[config.mk]
export PLATFORM = sky130hd
export DESIGN_NAME = apb_spi_nor_controller
export DESIGN_NICKNAME = d
export VERILOG_FILES = /design/src/rtl/apb_spi_nor_controller.sv
export SDC_FILE = /design/constraint.sdc
export NUM_CORES = 1
export LEC_CHECK = 0
export CAP_MARGIN = 20
export CORE_MARGIN = 2
export CORE_UTILIZATION = 52
export CTS_CLUSTER_DIAMETER = 150
export CTS_CLUSTER_SIZE = 12
export DETAILED_ROUTE_END_ITERATION = 8
export MAX_ROUTING_LAYER = met4
export PLACE_DENSITY = 0.8
export SLEW_MARGIN = 20
export SYNTH_ARGS = -nofsm -noshare
export SYNTH_HDL_FRONTEND = slang
export SYNTH_SLANG_ARGS = --single-unit
[constraint.sdc]
create_clock -name p_clk -period 5.1 [get_ports p_clk]
set_clock_uncertainty 0.1 [all_clocks]
set_input_delay 1.02 -clock p_clk [delete_from_list [all_inputs] [get_ports p_clk]]
set_output_delay 1.02 -clock p_clk [all_outputs]
set_load 0.02 [all_outputs]
[src/rtl/apb_spi_nor_controller.sv]
// APB slave to byte-wide SPI NOR bridge: each APB access runs one 17/16-slot program/read frame.
// No wait states: s_css falls one cycle after accept; accesses arriving mid-frame are dropped.
module apb_spi_nor_controller #(
  parameter logic [7:0] CMD_WRITE = 8'h02,
  parameter logic [7:0] CMD_READ  = 8'h01,
  parameter int         PAD_SLOTS = 9
) (
  input  logic        p_clk,
  input  logic        p_reset,
  input  logic [31:0] p_addr,
  input  logic        p_write,
  input  logic        p_sel_x,
  input  logic        p_enable,
  input  logic [31:0] p_wdata,
  output logic [31:0] p_rdata,
  output logic [7:0]  s_mosi,
  input  logic [7:0]  s_miso,
  output logic        s_clk,
  output logic        s_css
);

  localparam logic [4:0] CMD_SLOT  = 5'(PAD_SLOTS);
  localparam logic [4:0] ADDR_SLOT = 5'(PAD_SLOTS + 1);
  localparam logic [4:0] DATA_SLOT = 5'(PAD_SLOTS + 4);
  localparam logic [4:0] CAP_SLOT  = 5'(PAD_SLOTS + 3);
  localparam logic [4:0] LAST_RD   = 5'(PAD_SLOTS + 6);
  localparam logic [4:0] LAST_WR   = 5'(PAD_SLOTS + 7);

  typedef enum logic {IDLE, SHIFT} state_t;

  state_t      state;
  logic        start_q;
  logic        phase_q;
  logic [4:0]  slot_q;
  logic [4:0]  nxt_slot;
  logic [4:0]  last_slot;
  logic [23:0] addr_q;
  logic [31:0] wdata_q;
  logic        dir_q;
  logic [23:0] rdata_sh;
  logic [7:0]  next_byte;
  logic        unused_addr_lsb;

  // the low address byte never goes to the flash
  assign unused_addr_lsb = ^p_addr[7:0];

  assign nxt_slot  = slot_q + 5'd1;
  assign last_slot = dir_q ? LAST_WR : LAST_RD;

  always_comb begin
    next_byte = 8'h00;
    if (nxt_slot == CMD_SLOT)
      next_byte = dir_q ? CMD_WRITE : CMD_READ;
    else if (nxt_slot == ADDR_SLOT)
      next_byte = addr_q[23:16];
    else if (nxt_slot == ADDR_SLOT + 5'd1)
      next_byte = addr_q[15:8];
    else if (nxt_slot == ADDR_SLOT + 5'd2)
      next_byte = addr_q[7:0];
    else if (dir_q && nxt_slot == DATA_SLOT)
      next_byte = wdata_q[31:24];
    else if (dir_q && nxt_slot == DATA_SLOT + 5'd1)
      next_byte = wdata_q[23:16];
    else if (dir_q && nxt_slot == DATA_SLOT + 5'd2)
      next_byte = wdata_q[15:8];
    else if (dir_q && nxt_slot == DATA_SLOT + 5'd3)
      next_byte = wdata_q[7:0];
  end

  always_ff @(posedge p_clk or posedge p_reset) begin
    if (p_reset) begin
      state    <= IDLE;
      start_q  <= 1'b0;
      phase_q  <= 1'b0;
      slot_q   <= 5'd0;
      addr_q   <= 24'd0;
      wdata_q  <= 32'd0;
      dir_q    <= 1'b0;
      rdata_sh <= 24'd0;
      p_rdata  <= 32'd0;
      s_mosi   <= 8'h00;
      s_clk    <= 1'b0;
      s_css    <= 1'b1;
    end else begin
      case (state)
        IDLE: begin
          if (p_sel_x && p_enable) begin
            addr_q  <= p_addr[31:8];
            wdata_q <= p_wdata;
            dir_q   <= p_write;
            start_q <= 1'b1;
            phase_q <= 1'b0;
            slot_q  <= 5'd0;
            state   <= SHIFT;
          end
        end
        SHIFT: begin
          if (start_q) begin
            // slot 0 L phase; slot 0 is always padding
            start_q  <= 1'b0;
            s_css    <= 1'b0;
            s_clk    <= 1'b0;
            s_mosi   <= 8'h00;
            rdata_sh <= 24'd0;
          end else if (!phase_q) begin
            s_clk   <= 1'b1;
            phase_q <= 1'b1;
          end else begin
            // end of H phase: s_clk falls, read bytes are sampled here
            s_clk   <= 1'b0;
            phase_q <= 1'b0;
            if (!dir_q && slot_q >= CAP_SLOT)
              rdata_sh <= {rdata_sh[15:0], s_miso};
            if (slot_q == last_slot) begin
              s_css  <= 1'b1;
              s_mosi <= 8'h00;
              state  <= IDLE;
              if (!dir_q)
                p_rdata <= {rdata_sh, s_miso};
            end else begin
              slot_q <= nxt_slot;
              s_mosi <= next_byte;
            end
          end
        end
        default: state <= IDLE;
      endcase
    end
  end

endmodule

# --- Word level (Yosys, flattened, before mapping) ---
# Cells that the tools add are included.
# Widths: inputs -> output; s select.
totals:
  register_bits: 131
  latchBits: 0
  ramBits: 0
  romBits: 0
  out_inout_bits: 42
  word_cells: 83
  memories: 0
op_classes:
  add_sub_neg: 1
  mul: 0
  div_mod_pow: 0
  order_cmp: 1
  eq_ne: 13
  n_shift: 0
  muxes: 36
  bitwise: 3
  reduce_logical: 17
op_table:
  columns: ["cell", "n"]
  rows:
  - ["$mux 8", 11]
  - ["$mux 24", 3]
  - ["$eq 5x4->1 const B", 7]
  - ["$mux 5", 5]
  - ["$mux 1", 12]
  - ["$pmux 5 s2", 1]
  - ["$logic_and 1x1->1", 6]
  - ["$ne 2x2->1 const B", 3]
  - ["$pmux 1 s2", 3]
  - ["$reduce_and 2->1", 3]
  - ["$reduce_and 3->1", 2]
  - ["$reduce_bool 2->1", 3]
  - ["$add 5x1->5 const B", 1]
  - ["$eq 5x5->1", 1]
  - ["$eq 5x5->1 const B", 1]
  - ["$ge 5x4->1 const B", 1]
  - ["$reduce_and 5->1", 1]
  - ["$reduce_and 4->1", 1]
  - ["$not 1->1", 3]
  - ["$mux 2", 1]
  - ["$ne 2x1->1 const B", 1]
  - ["$logic_not 1->1", 1]

# --- Depth between registers and ports, before layout ---
logic_depth:
  word_depth: 14
  ltp_mapped: 9
  ltp_nobuf: 7

# --- Least setup slack after synthesis ---
# OpenSTA, ideal clock, no wires.
synth_timing:
  path_type: "in2reg"
  from: "in p_sel_x"
  to: "reg addr_q[0]"
  setup_time_ps: 125
  t_arrival_ps: 2092
  required_time_ps: 4875
  setup_slack_ps: 2783
  path_stages: 4
  path_buffers: 2
  path_cell_list: "nand3b_1 > clkbuf_1 > clkbuf_1 > mux2_2"
synth_between:
  elab_chain_len: 2
synth_rtl:
  columns: ["item", "line", "text"]
  rows:
  - ["start, declared", "12", "input logic p_sel_x,"]
  - ["$logic_and 1x1->1", "87", "if (p_sel_x && p_enable) begin"]
  - ["$reduce_and 2->1 (no source line)", null, null]
  - ["end signal, assigned", "88", "addr_q <= p_addr[31:8];"]
  - ["end, declared", "37", "logic [23:0] addr_q;"]
# Every way passes these cells.
# A chain may end at the register's enable or synchronous reset.

# --- Final worst setup path ---
layout_timing:
  from: "reg slot_q[0]"
  to: "reg s_mosi[0]"
layout_between:
  elab_chain_len: 14
  elab_cells_between_ends: 25
  cone_classes: "add/sub (1); eq/ne (9); mux (11); reduce/logical (4)"
layout_rtl:
  columns: ["item", "line", "text"]
  rows:
  - ["start, declared", "34", "logic [4:0] slot_q;"]
  - ["start signal, assigned", "121", "slot_q <= nxt_slot;"]
  - ["$add 5x1->5", "47", "assign nxt_slot = slot_q + 5'd1;"]
  - ["$eq 5x5->1", "66", "else if (dir_q && nxt_slot == DATA_SLOT + 5'd3)"]
  - ["$logic_and 1x1->1", "66", null]
  - ["$mux 8", "66", null]
  - ["$mux 8", "64", "else if (dir_q && nxt_slot == DATA_SLOT + 5'd2)"]
  - ["$mux 8", "62", "else if (dir_q && nxt_slot == DATA_SLOT + 5'd1)"]
  - ["$mux 8", "60", "else if (dir_q && nxt_slot == DATA_SLOT)"]
  - ["$mux 8", "58", "else if (nxt_slot == ADDR_SLOT + 5'd2)"]
  - ["$mux 8", "56", "else if (nxt_slot == ADDR_SLOT + 5'd1)"]
  - ["$mux 8", "54", "else if (nxt_slot == ADDR_SLOT)"]
  - ["$mux 8", "52", "if (nxt_slot == CMD_SLOT)"]
  - ["$mux 8 (*)", "114", "if (slot_q == last_slot) begin"]
  - ["$mux 8 (*)", "105", "end else if (!phase_q) begin"]
  - ["$mux 8 (*)", "98", "if (start_q) begin"]
  - ["end signal, assigned", "122", "s_mosi <= next_byte;"]
  - ["end, declared", "16", "output logic [7:0] s_mosi,"]
# Mark *: on every way between the ends. The rest lies on a longest branch, timed or not. The select of a mux whose other input is x is not followed.

==> results.json <==
{
  "run_status": "finished clean",
  "ys_types": 60,
  "port_buffers": 110,
  "synth.area.top_cells": "dfrtp_1 (52%), mux2_2 (10%), mux2_4 (7.2%)",
  "clkTransAtPathRegs_ns": 0.05,
  "critPathTopFamily": "compound AO/OA/AOI/OAI gates",
  "dr.first_iter.drc_count": 332,
  "route.antenna.remaining_nets": 0,
  "via_per_inst": 5.75,
  "async_flop_share": 1.00,
  "synth_top_cell_area_share": 0.520,
  "netlist_instances": 524,
  "yosys.area.top_type": "dfrtp_1",
  "grt_pass1_vias": 4696,
  "finalNetCount": 705,
  "synthSimpleGateAreaFrac": 0.115,
  "hold_violations": 0,
  "drv_cap": 0,
  "cts_buffers": 17,
  "cts_buffer_depth": 2,
  "numClockSinks": 131,
  "gp_congestion": 0.907,
  "layout_min_cycle_time_ns": 2.88,
  "r2r_cells": 7,
  "rows": 40,
  "path_cells": "ha_1, a31oi_2, o21ai_2, a21oi_2, a221oi_1, o2111ai_1, o21ai_1",
  "nFillCells": 882,
  "synth_compound_area_frac": 0.137,
  "synthToLayoutAreaGrowth_pct": 27.0,
  "tns_ns": 0,
  "cts_tree": "done",
  "first_pass_iters": 4,
  "syn_avg_cell_area_um2": 11.9,
  "hold_buffers": 0,
  "muxShareOfSynthArea": 0.180,
  "power_density_mw_per_mm2": 604,
  "fp.dieH_um": 114,
  "crit_slowest_cell": "dfrtp_1",
  "rsz0062_at_grt": "false",
  "worst_pin_slew_ns": 1.04,
  "die_x_um": 114,
  "whs_path_depth": 2,
  "synth.most_common_cell": "dfrtp_1",
  "end_kind": "register",
  "post-route-drc-count": 0,
  "drive_gt1_frac": 0.222,
  "grt_use_total": 0.240,
  "ys_warn_count": 0,
  "synth_fa_ha_area_frac": 0.0100,
  "cp.depth": 7,
  "num_io_pins": 119,
  "hp-class": "reg2reg",
  "cp_max_fo": 13,
  "critPathMaxStageDelay_ns": 0.60,
  "antenna_found_initial": 0,
  "cts-root-buf": "clkbuf_16",
  "synth_top_family_by_area": "multiplexers",
  "htree_levels": 4,
  "wl_per_cell_um": 18.1,
  "insertedDiodeCount": 0,
  "cts-resized-gates": 0,
  "yosysSeqAreaShare": 0.524,
  "slew_violations": 0,
  "finalWirelength_um": 14100,
  "grt_pass1_wl_um": 23600,
  "grt_max_degree": 70,
  "synth-edff-count": 0,
  "globalRoute.totalOverflow": 0,
  "max_freq_ghz": 0.347,
  "start_kind": "register",
  "crit_arrival_ns": 3.12,
  "syn_area_mm2": 0.00626,
  "synth_xor_area_frac": 0.00140,
  "vias": 4487,
  "crit_buf_inv": 0,
  "p_leak_nw": 3.58,
  "worstSetupPathType": "reg2reg",
  "dieArea_mm2": 0.0129,
  "max_slew_margin": 0.305,
  "core_region_area_mm2": 0.0119,
  "clkLatencyLatePin_ns": 0.42,
  "cts_setup_buffers": 0,
  "peakVddDrop_uv": 278,
  "min_period_over_period": 0.565,
  "synth_nets": 606,
  "hpwl_um": 9720,
  "finalSetupViolCount": 0,
  "ys_ff_latch": 131,
  "synthFlopType": "dfrtp_1",
  "worstPathRequired_ns": 5.34,
  "final_core_util": 0.670,
  "initial_core_util": 0.528,
  "yosys-top-cells-count": "dfrtp_1 (130), mux2_2 (57), nand2_1 (47), o21ai_0 (37), mux2_4 (30)"
}
-- registers in the layout (all words and copies together), names as in the netlist --
signal	count
p_rdata	32
wdata_q	32
addr_q	24
rdata_sh	24
s_mosi	8
slot_q	5
dir_q	1
phase_q	1
s_clk	1
s_css	1
start_q	1
state	1
-- cells by family after synthesis --
family / count (synthesis)
compound gates: 119
xor+xnor: 1
fa+ha+maj: 5
buf+inv: 43
flops: 131
mux: 90
simple gates: 135
-- where the power goes --
group,total (mW),switching (mW),internal [mW]
Clock,1.10,0.415,0.688
Sequential,1.95,0.414,1.54
Combinational,1.75,0.845,0.902
Total,4.80,1.67,3.13
-- metrics by stage --
step / hold WS (ns) / total power [mW] / cell area, µm² / setup slack [ns] / std cells
global placement: 0.357 / 3.60 / 7420 / 2.25 / 751
detailed placement: 0.380 / 3.70 / 7420 / 2.24 / 751
CTS: 0.396 / 4.83 / 7950 / 2.23 / 781
floorplan: 0.343 / 3.03 / 6260 / 0.484 / 524
finish: 0.380 / 4.80 / 7950 / 2.22 / 781
global route: 0.421 / 5.08 / 7950 / 1.94 / 781
-- worst min-delay path: cells and delay by family, from the launching register on --
family	cells	cell delay [ns]
compound gates	1	0.06
flops	1	0.33
simple gates	1	0.04
-- layout by cell type, fill, tap and decap left out, drive strengths merged, types with 2 or more instances in the layout --
cell type,count
nor3b,5
and3b,2
nand2,47
nand3b,3
clkinv,4
a31oi,4
nand3,7
ha,5
o2111ai,2
nor2b,3
clkbuf,25
a21o,3
o21ai,47
mux2,89
o221ai,5
o41ai,5
a32o,2
nor4,5
buf,4
a21oi,17
a221oi,13
clkdlybuf4s50,110
nand4b,2
and4,2
nand2b,27
and4b,2
dfrtp,130
o2bb2ai,3
o22ai,2
nor2,21
or2,4
inv,9
and2,3
a22oi,7
o21a,5
-- per-layer routing --
layer	GRT usage	up-vias	routed length (µm)
li1	-	2088	-
met1	0.295	2241	5860
met2	0.400	137	7370
met3	0.0515	21	689
met4	0.0772	0	211
met5	-	-	0
-- cell type report --
type / instances / area (µm²) / share of cell area
Clock buffer: 25 / 475 / 0.0598
Clock inverter: 5 / 53.8 / 0.00677
Inverter: 9 / 36.3 / 0.00456
Multi-Input combinational cell: 350 / 2780 / 0.349
Sequential cell: 131 / 3280 / 0.413
Tap cell: 147 / 184 / 0.0231
Timing Repair Buffer: 114 / 1140 / 0.144
-- worst paths after layout --
path                                           from                       end  slack, ns
setup / recovery              slot_q[0]$_DFFE_PP0P_     s_mosi[0]$_DFFE_PP0P_       2.22
hold / removal             rdata_sh[19]$_DFFE_PP0P_  rdata_sh[19]$_DFFE_PP0P_       0.38
setup reg to reg              slot_q[0]$_DFFE_PP0P_     s_mosi[0]$_DFFE_PP0P_       2.22
hold reg to reg            rdata_sh[19]$_DFFE_PP0P_  rdata_sh[19]$_DFFE_PP0P_       0.38
max in group asynchronous                   p_reset         s_css$_DFFE_PP1P_       3.04
min in group asynchronous                   p_reset    wdata_q[7]$_DFFE_PP0P_       1.00
Note: power is estimated with default switching activity, not from simulation.
